File: src/rtl/pe_verify_serializer_pkg.sv
// Shared definitions for the PE verification serializer: bus widths,
// frame geometry and FSM state encodings.
package pe_verify_serializer_pkg;

   localparam int unsigned PDATASIZE   = 16;
   localparam int unsigned CDATASIZE   = 15;

   // Selected-PE signal bus width and full frame width
   // (4 sel + 4 rst_n_test + 16 scan_in_test + signal bus).
   localparam int unsigned PEV_SIG_W   = PDATASIZE + CDATASIZE + 9;
   localparam int unsigned PEV_FRAME_W = PDATASIZE + CDATASIZE + 33;
   localparam int unsigned PEV_HDR_W   = 24;

   typedef enum logic [2:0] {
      PEV_ST_IDLE    = 3'd0,
      PEV_ST_SETTLE  = 3'd1,
      PEV_ST_CAPTURE = 3'd2,
      PEV_ST_SHIFT   = 3'd3,
      PEV_ST_NEXT    = 3'd4
   } pev_state_e;

   // Number of LANES-wide beats needed to cover a frame, rounding up so a
   // frame that is not a multiple of LANES is zero-padded at the LSB end.
   function automatic int unsigned pev_beats(input int unsigned frame_w,
                                             input int unsigned lanes);
      return (frame_w + lanes - 1) / lanes;
   endfunction

endpackage

File: src/rtl/pe_verify_serializer_shifter.sv
// Frame register and MSB-first LANES-wide shifter with a valid/ready
// output port. Loaded by the FSM once per frame; reports the accepted
// final beat back to the FSM.
module pe_verify_shifter
   import pe_verify_serializer_pkg::*;
#(
   parameter int unsigned FRAME_W = PEV_FRAME_W,
   parameter int unsigned LANES   = 4
) (
   input  logic               clk,
   input  logic               rst_n,
   input  logic               i_load,
   input  logic               i_abort,
   input  logic [FRAME_W-1:0] i_frame,
   input  logic               i_ready,
   output logic [LANES-1:0]   o_data,
   output logic               o_valid,
   output logic               o_last,
   output logic               o_frame_done
);

   localparam int unsigned BEATS  = pev_beats(FRAME_W, LANES);
   localparam int unsigned PAD_W  = BEATS * LANES;
   localparam int unsigned BCNT_W = (BEATS > 1) ? $clog2(BEATS) : 1;
   localparam logic [BCNT_W-1:0] BEAT_LD = BCNT_W'(BEATS - 1);

   logic [PAD_W-1:0]  r_frame;
   logic [PAD_W-1:0]  w_padded;
   logic [BCNT_W-1:0] r_beat;
   logic              r_active;
   logic              w_accept;
   logic              w_final;

   // Left-justify the captured frame so padding trails the last real bits.
   always_comb begin
      w_padded                      = '0;
      w_padded[PAD_W-1 -: FRAME_W]  = i_frame;
   end

   assign w_accept = r_active && i_ready;
   assign w_final  = (r_beat == '0);

   // Frame/beat state: load, shift on each accepted beat, drop on abort.
   always_ff @(posedge clk or negedge rst_n) begin
      if (!rst_n) begin
         r_frame  <= '0;
         r_beat   <= '0;
         r_active <= 1'b0;
      end else if (i_abort) begin
         r_frame  <= '0;
         r_beat   <= '0;
         r_active <= 1'b0;
      end else if (i_load) begin
         r_frame  <= w_padded;
         r_beat   <= BEAT_LD;
         r_active <= 1'b1;
      end else if (w_accept) begin
         r_frame <= r_frame << LANES;
         if (w_final) begin
            r_active <= 1'b0;
         end else begin
            r_beat <= r_beat - BCNT_W'(1);
         end
      end
   end

   assign o_data       = r_frame[PAD_W-1 -: LANES];
   assign o_valid      = r_active;
   assign o_last       = r_active && w_final;
   assign o_frame_done = w_accept && w_final;

endmodule

File: src/rtl/pe_verify_serializer.sv
// PE verification serializer: steers the PE verify mux, waits for the
// selected test bus to settle, captures it as one frame and streams the
// frame out over a valid/ready port. Single-PE or 16-PE sweep.
module pe_verify_serializer
   import pe_verify_serializer_pkg::*;
#(
   parameter int unsigned SIG_W      = PEV_SIG_W,
   parameter int unsigned LANES      = 4,
   parameter int unsigned SETTLE_CYC = 4
) (
   input  logic             clk,
   input  logic             rst_n,
   input  logic             start,
   input  logic             mode_auto,
   input  logic [3:0]       sel_manual,
   input  logic             abort,
   output logic [3:0]       pe_verify_sel,
   input  logic [3:0]       rst_n_test,
   input  logic [15:0]      scan_in_test,
   input  logic [SIG_W-1:0] signal_test,
   output logic [LANES-1:0] ser_data,
   output logic             ser_valid,
   input  logic             ser_ready,
   output logic             ser_last,
   output logic             busy,
   output logic             done
);

   localparam int unsigned FRAME_W   = PEV_HDR_W + SIG_W;
   localparam logic [7:0]  SETTLE_LD = 8'(SETTLE_CYC);

   pev_state_e         r_state;
   pev_state_e         w_state_nxt;
   logic [7:0]         r_settle;
   logic [3:0]         r_sel;
   logic               r_auto;
   logic               w_sweep_more;
   logic               w_load;
   logic               w_frame_done;
   logic [FRAME_W-1:0] w_frame;

   assign pe_verify_sel = r_sel;
   assign w_sweep_more  = r_auto && (r_sel != 4'hF);
   assign w_frame       = {r_sel, rst_n_test, scan_in_test, signal_test};

   // State register.
   always_ff @(posedge clk or negedge rst_n) begin
      if (!rst_n) begin
         r_state <= PEV_ST_IDLE;
      end else begin
         r_state <= w_state_nxt;
      end
   end

   // Next-state logic; abort overrides every transition, including start.
   always_comb begin
      w_state_nxt = r_state;
      case (r_state)
         PEV_ST_IDLE:    if (start) w_state_nxt = PEV_ST_SETTLE;
         PEV_ST_SETTLE:  if (r_settle == 8'd1) w_state_nxt = PEV_ST_CAPTURE;
         PEV_ST_CAPTURE: w_state_nxt = PEV_ST_SHIFT;
         PEV_ST_SHIFT:   if (w_frame_done) w_state_nxt = PEV_ST_NEXT;
         PEV_ST_NEXT:    w_state_nxt = w_sweep_more ? PEV_ST_SETTLE : PEV_ST_IDLE;
         default:        w_state_nxt = PEV_ST_IDLE;
      endcase
      if (abort) begin
         w_state_nxt = PEV_ST_IDLE;
      end
   end

   // FSM outputs; load and done are masked by abort so an aborted run
   // neither arms the shifter nor reports completion.
   always_comb begin
      busy   = (r_state != PEV_ST_IDLE);
      w_load = (r_state == PEV_ST_CAPTURE) && !abort;
      done   = (r_state == PEV_ST_NEXT) && !w_sweep_more && !abort;
   end

   // Select, mode and settle counter; held across abort.
   always_ff @(posedge clk or negedge rst_n) begin
      if (!rst_n) begin
         r_sel    <= '0;
         r_auto   <= 1'b0;
         r_settle <= '0;
      end else if (!abort) begin
         case (r_state)
            PEV_ST_IDLE: begin
               if (start) begin
                  r_sel    <= mode_auto ? 4'h0 : sel_manual;
                  r_auto   <= mode_auto;
                  r_settle <= SETTLE_LD;
               end
            end
            PEV_ST_SETTLE: r_settle <= r_settle - 8'd1;
            PEV_ST_NEXT: begin
               if (w_sweep_more) begin
                  r_sel    <= r_sel + 4'd1;
                  r_settle <= SETTLE_LD;
               end
            end
            default: ;
         endcase
      end
   end

   pe_verify_shifter #(
      .FRAME_W (FRAME_W),
      .LANES   (LANES)
   ) u_shifter (
      .clk          (clk),
      .rst_n        (rst_n),
      .i_load       (w_load),
      .i_abort      (abort),
      .i_frame      (w_frame),
      .i_ready      (ser_ready),
      .o_data       (ser_data),
      .o_valid      (ser_valid),
      .o_last       (ser_last),
      .o_frame_done (w_frame_done)
   );

endmodule
File: config.mk
export PLATFORM = sky130hd
export DESIGN_NAME = pe_verify_serializer
export DESIGN_NICKNAME = d
export VERILOG_FILES = /design/src/rtl/pe_verify_serializer_pkg.sv /design/src/rtl/pe_verify_serializer_shifter.sv /design/src/rtl/pe_verify_serializer.sv
export SDC_FILE = /design/constraint.sdc
export NUM_CORES = 1
export LEC_CHECK = 0
export CAP_MARGIN = 5
export CELL_PAD_IN_SITES_DETAIL_PLACEMENT = 1
export CELL_PAD_IN_SITES_GLOBAL_PLACEMENT = 2
export CORE_ASPECT_RATIO = 1.25
export CORE_MARGIN = 2
export CORE_UTILIZATION = 31
export CTS_CLUSTER_DIAMETER = 80
export DETAILED_ROUTE_END_ITERATION = 10
export HOLD_SLACK_MARGIN = 0.03
export PLACE_DENSITY = 0.8
export SETUP_SLACK_MARGIN = 0.5
export SYNTH_ARGS = -nofsm -noshare
export SYNTH_HDL_FRONTEND = slang
export SYNTH_SLANG_ARGS = --single-unit
File: constraint.sdc
create_clock -name clk -period 2.31 [get_ports clk]
set_input_delay 0.693 -clock clk [delete_from_list [all_inputs] [get_ports clk]]
set_output_delay 0.693 -clock clk [all_outputs]
set_load 0.1 [all_outputs]
# Yosys cells after proc, flatten, opt, wreduce, memory -nomap -nowiden
# Index checks and enable logic that the tools add are counted.
[word_totals] out_inout_bits=12 word_cells=69 regBits=85
[classes] n_mux=24 reduce_logical=22 n_addsub=3 n_eq_ne=12 bitwise_logic=1
[op_table] operator="64-bit two-way mux" count=3
[op_table] operator="4-bit two-way mux" count=7
[op_table] operator="8-bit one-hot mux with 3 select lines" count=1
[op_table] operator="8-bit two-way mux" count=2
[op_table] operator="3-bit one-hot mux with 5 select lines" count=1
[op_table] operator="3-bit two-way mux" count=4
[op_table] operator="3-bit nonzero test" count=4
[op_table] operator="8-bit by 1-bit == test with 1-bit output, second input constant" count=1
[op_table] operator="4-bit one-hot mux with 2 select lines" count=1
[op_table] operator="4-bit AND reduction" count=2
[op_table] operator="8-bit by 1-bit subtractor with 8-bit output, second input constant" count=1
[op_table] operator="1-bit logical AND" count=7
[op_table] operator="3-bit by 2-bit == test with 1-bit output, second input constant" count=2
[op_table] operator="3-bit by 2-bit != test with 1-bit output, second input constant" count=2
[op_table] operator="3-bit != test, second input constant" count=2
[op_table] operator="3-bit AND reduction" count=2
[op_table] operator="1-bit two-way mux" count=5
[op_table] operator="4-bit by 1-bit adder with 4-bit output, second input constant" count=1
[op_table] operator="4-bit zero test" count=1
[op_table] operator="2-bit != test, second input constant" count=2
[op_table] operator="4-bit != test, second input constant" count=1
[op_table] operator="2-bit AND reduction" count=2
[op_table] operator="4-bit by 1-bit subtractor with 4-bit output, second input constant" count=1
[op_table] operator="3-bit by 1-bit == test with 1-bit output, second input constant" count=1
[op_table] operator="other kinds (5)" count=6

# Logic depth before layout (Yosys ltp)
[logic_depth] depth_word=5 depth_mapped=7 mapped_depth_nobuf=6

# By module
# From an unflattened synthesis, not the netlist that was laid out.
[unflattened] cells_unflattened=495 hier_area_um2=4302.9
[modules_own_cells] mod="pe_verify_shifter" area_per_inst_um2=3323.2 cells_each=387 seq_area_each_um2=1726.7 n_inst=1
[modules_own_cells] mod="pe_verify_serializer" area_per_inst_um2=979.7 cells_each=108 seq_area_each_um2=400.4 n_inst=1

# Worst setup path after synthesis
# Ideal clock, no wire load.
[synth_path] path_type="register -> output" startpoint="reg r_sel[0] (netlist: pe_verify_sel[0])" endpoint="out done" t_required_ns=1.617 slack_ns=-2.004 path_stages_with_launch=5 path_buffers=0 arrival_time_ns=3.621 path_cell_list="dfrtp_1 ha_1 and3_1 nor2b_1 nor3_1"
[synth_via] elab_chain_len=5
[synth_rtl] item="start: declaration" line="pe_verify_serializer.sv:35" source="logic [3:0] r_sel;"
[synth_rtl] item="start signal: assignment" line="pe_verify_serializer.sv:89" source="r_sel <= mode_auto ? 4'h0 : sel_manual;"
[synth_rtl] item="start signal: assignment" line="pe_verify_serializer.sv:97" source="r_sel <= r_sel + 4'd1;"
[synth_rtl] item="4-bit != test" line="pe_verify_serializer.sv:43" source="assign w_sweep_more = r_auto && (r_sel != 4'hF);"
[synth_rtl] item="1-bit logical AND" line="pe_verify_serializer.sv:43"
[synth_rtl] item="1-bit zero test" line="pe_verify_serializer.sv:76" source="done = (r_state == PEV_ST_NEXT) && !w_sweep_more && !abort;"
[synth_rtl] item="1-bit logical AND (2 in a row)" line="pe_verify_serializer.sv:76"
[synth_rtl] item="end: declaration" line="pe_verify_serializer.sv:26" source="output logic done"
# Every way passes these cells.

# Worst setup path after layout
[layout_path] startpoint="reg u_shifter.r_beat[0]" endpoint="out ser_last"
[layout_via] elab_chain_len=2
[layout_rtl] item="start: declaration" line="pe_verify_serializer_shifter.sv:29" source="logic [BCNT_W-1:0] r_beat;"
[layout_rtl] item="start signal: assignment" line="pe_verify_serializer_shifter.sv:62" source="r_beat <= r_beat - BCNT_W'(1);"
[layout_rtl] item="4-bit zero test" line="pe_verify_serializer_shifter.sv:41" source="assign w_final = (r_beat == '0);"
[layout_rtl] item="1-bit logical AND" line="pe_verify_serializer_shifter.sv:69" source="assign o_last = r_active && w_final;"
[layout_rtl] item="end: declaration" line="pe_verify_serializer.sv:24" source="output logic ser_last,"
# Every way passes these cells.

==> reports/results.ini <==
[synth]
synthCells = 503
async_flop_share_pct = 100
synth_edf_count = 0
synth_warnings = 0
synthesis.area_um2 = 4340
synth_flop_cell = dfrtp_1
syn_nets = 577
seq_area_frac_synth_pct = 49.1
syn_area_per_cell_um2 = 8.62
synth.distinct_cells = 48
ys_ff_latch = 85

[global_route]
overflow = 0
top_usage_layer = met2
grt_pass1_wl_um = 21700
grt_use_met3_pct = 2.88
use_met1_pct = 24.1
grt_usage_pct = 18.3
grt_pass1_vias = 4437
grt_max_degree = 129
grt_util_met2_pct = 30.7
antenna_found_initial = 0

[sta]
fmax_mhz = 450
maxSlewHeadroom_pct = 58.7
setup_viol = 0
hold_violations = 0
timing.final.crit_share_pct = 96.2
maxSlewViolCount = 0
timing.hold.ws_ns = 0.261
period_minus_slack_ns = 2.22
tightest_slew_ns = 0.618
rsz0062_at_grt = yes
skew_ns = 0.00581
tns_ns = 0

[worst_setup_path]
r2r-start = pe_verify_sel[0]$_DFFE_PN0P_
worstPathRequired_ns = 1.62
startpoint = u_shifter.r_beat[0]$_DFFE_PN0P_
cp_max_fo = 4
startpoint_type = flip-flop
critPathArrivalTime_ns = 1.53
crit_type = reg -> out
cp-end-kind = output port

[drt]
drt-vias-per-instance = 5.37
drt-initial-drc-count = 231
wl_um = 13200
detail_route.wl_per_cell_um = 17.2
drtAntennaViolNets = 0
dr.pass1.iters = 4
vias = 4111
drc = 0

[clocking]
clk_latency_ns = 0.33
h-tree-depth = 3
cts_buffers = 9
clk_pin_slew_ns = 0.06
cts_num_sinks = 85
ctsHoldBuffers = 0
cts_tree = yes
clk_path_buf_depth = 2
root_buffer = clkbuf_16

[floorplanning]
die_h_um = 136
io_pins = 82
initial_utilization_pct = 31.5
die-width_um = 110
core_region_area_um2 = 13800
rows = 48
dieArea_um2 = 15000

[place]
io_buffers = 81
hpwlAfterDp_um = 8120
place_congestion = 0.860

[run]
cap_viol_max_count = 0

[power]
peakVddDrop_v = 0.000801
pwr_density_cell_nw_per_um2 = 864
p_leak_nw = 2.42

[cells_and_area]
mostFrequentLayoutCells = nand2_1, dfrtp_1, nor2_1
nNetsFinal = 659
num_antenna_cells = 0
syn_to_final_growth_pct = 39.9
drive_gt1_share_pct = 17.8
final_common_cell = nand2_1

[status]
status = finished, final reports clean

[min_path]
min_path_type = in -> async

[power by group]
| group | internal, mW | switching [mW] | total, mW | leakage (nW) |
|---|---|---|---|---|
| Sequential | 1.73 | 0.210 | 1.94 | 1.16 |
| Clock | 0.866 | 0.591 | 1.46 | 0.143 |
| Combinational | 0.779 | 1.07 | 1.84 | 1.12 |
[cells in the mapped netlist (all sizes together), types with 3 or more instances]
cell      n  area (µm²)
dfrtp    85        2130
nand3    11        55.1
clkbuf   26        97.6
and2      3        18.8
o21ai     7        35.0
nand2   138         518
a311oi   61         534
a21oi    19        95.1
ha        4        50.1
and3      3        18.8
inv       6        22.5
a31oi     3        18.8
nor2     74         278
nor3      6        35.0
or3       7        43.8
buf      18         124
[metal layers]
layer | vias to the layer above | routed length [µm] | part of all wire [%]
met4 | 0 | 155 | 1.2
met2 | 75 | 6500 | 49
met1 | 2091 | 6150 | 47
li1 | 1933 | - | -
met3 | 12 | 376 | 2.9
met5 | - | 0 | 0
[sequential cells by signal, indices dropped and copies added (netlist names)]
name               cells
u_shifter.r_beat       4
r_auto                 1
r_settle               8
u_shifter.r_frame     64
r_state                3
u_shifter.o_valid      1
pe_verify_sel          4
[per-stage QoR]
step,power [mW],setup slack (ns),util [%],std cells,instance area [µm²]
2_1_floorplan,2.95,-0.179,-,503,4420
3_3_place_gp,3.45,0.0685,39.6,733,5440
3_5_place_dp,3.50,0.0403,39.6,733,5440
4_1_cts,5.16,0.0728,43.3,763,5960
5_1_grt,5.53,0.00650,44.1,765,6070
6_report,5.24,0.0884,44.1,765,6070
[cells by family after synthesis]
kind of cell             Yosys count  share of synthesized area, %
flip-flops                        85                          49.1
adder cells (fa/ha/maj)            4                          1.15
XOR/XNOR                           1                         0.202
AND/OR/NAND/NOR                  259                          25.5
buffers and inverters             51                          5.83
multiplexers                       2                         0.491
AO/OA/AOI/OAI                    101                          17.8
[worst max-delay path, stage by stage, from the launching register on]
cell	delay, ns
dfrtp_1	0.40
inv_2	0.08
ha_4	0.15
nor3b_4	0.20
and2_4	0.19
buf_12	0.17
[worst paths after layout]
path	end	slack, ns	cells past startpoint
setup / recovery	ser_last	0.09	5
hold / removal	r_settle[7]$_DFFE_PN0P_	0.26	1
setup reg to reg	r_settle[5]$_DFFE_PN0P_	0.22	8
hold reg to reg	u_shifter.r_frame[42]$_DFFE_PN0P_	0.54	2
max in group asynchronous	pe_verify_sel[0]$_DFFE_PN0P_	1.44	2
min in group clk	u_shifter.r_frame[42]$_DFFE_PN0P_	0.54	2
[repair_timing]
item | CTS | global route
setup endpoints to repair | 51 | 21
gates cloned | 1 | 0
pin swaps | 9 | 9
buffers inserted | 13 | 2
resized for setup | 24 | 17
[cell type report]
type	instances	area, µm²
flip-flops and latches	85	2140
well taps	175	219
clock buffers	12	246
inverters	6	22.5
fillers	1569	7690
repair buffers	116	1220
clock inverters	4	47.5
multi-input cells	367	2160
Power figures use the tool's default switching activity.
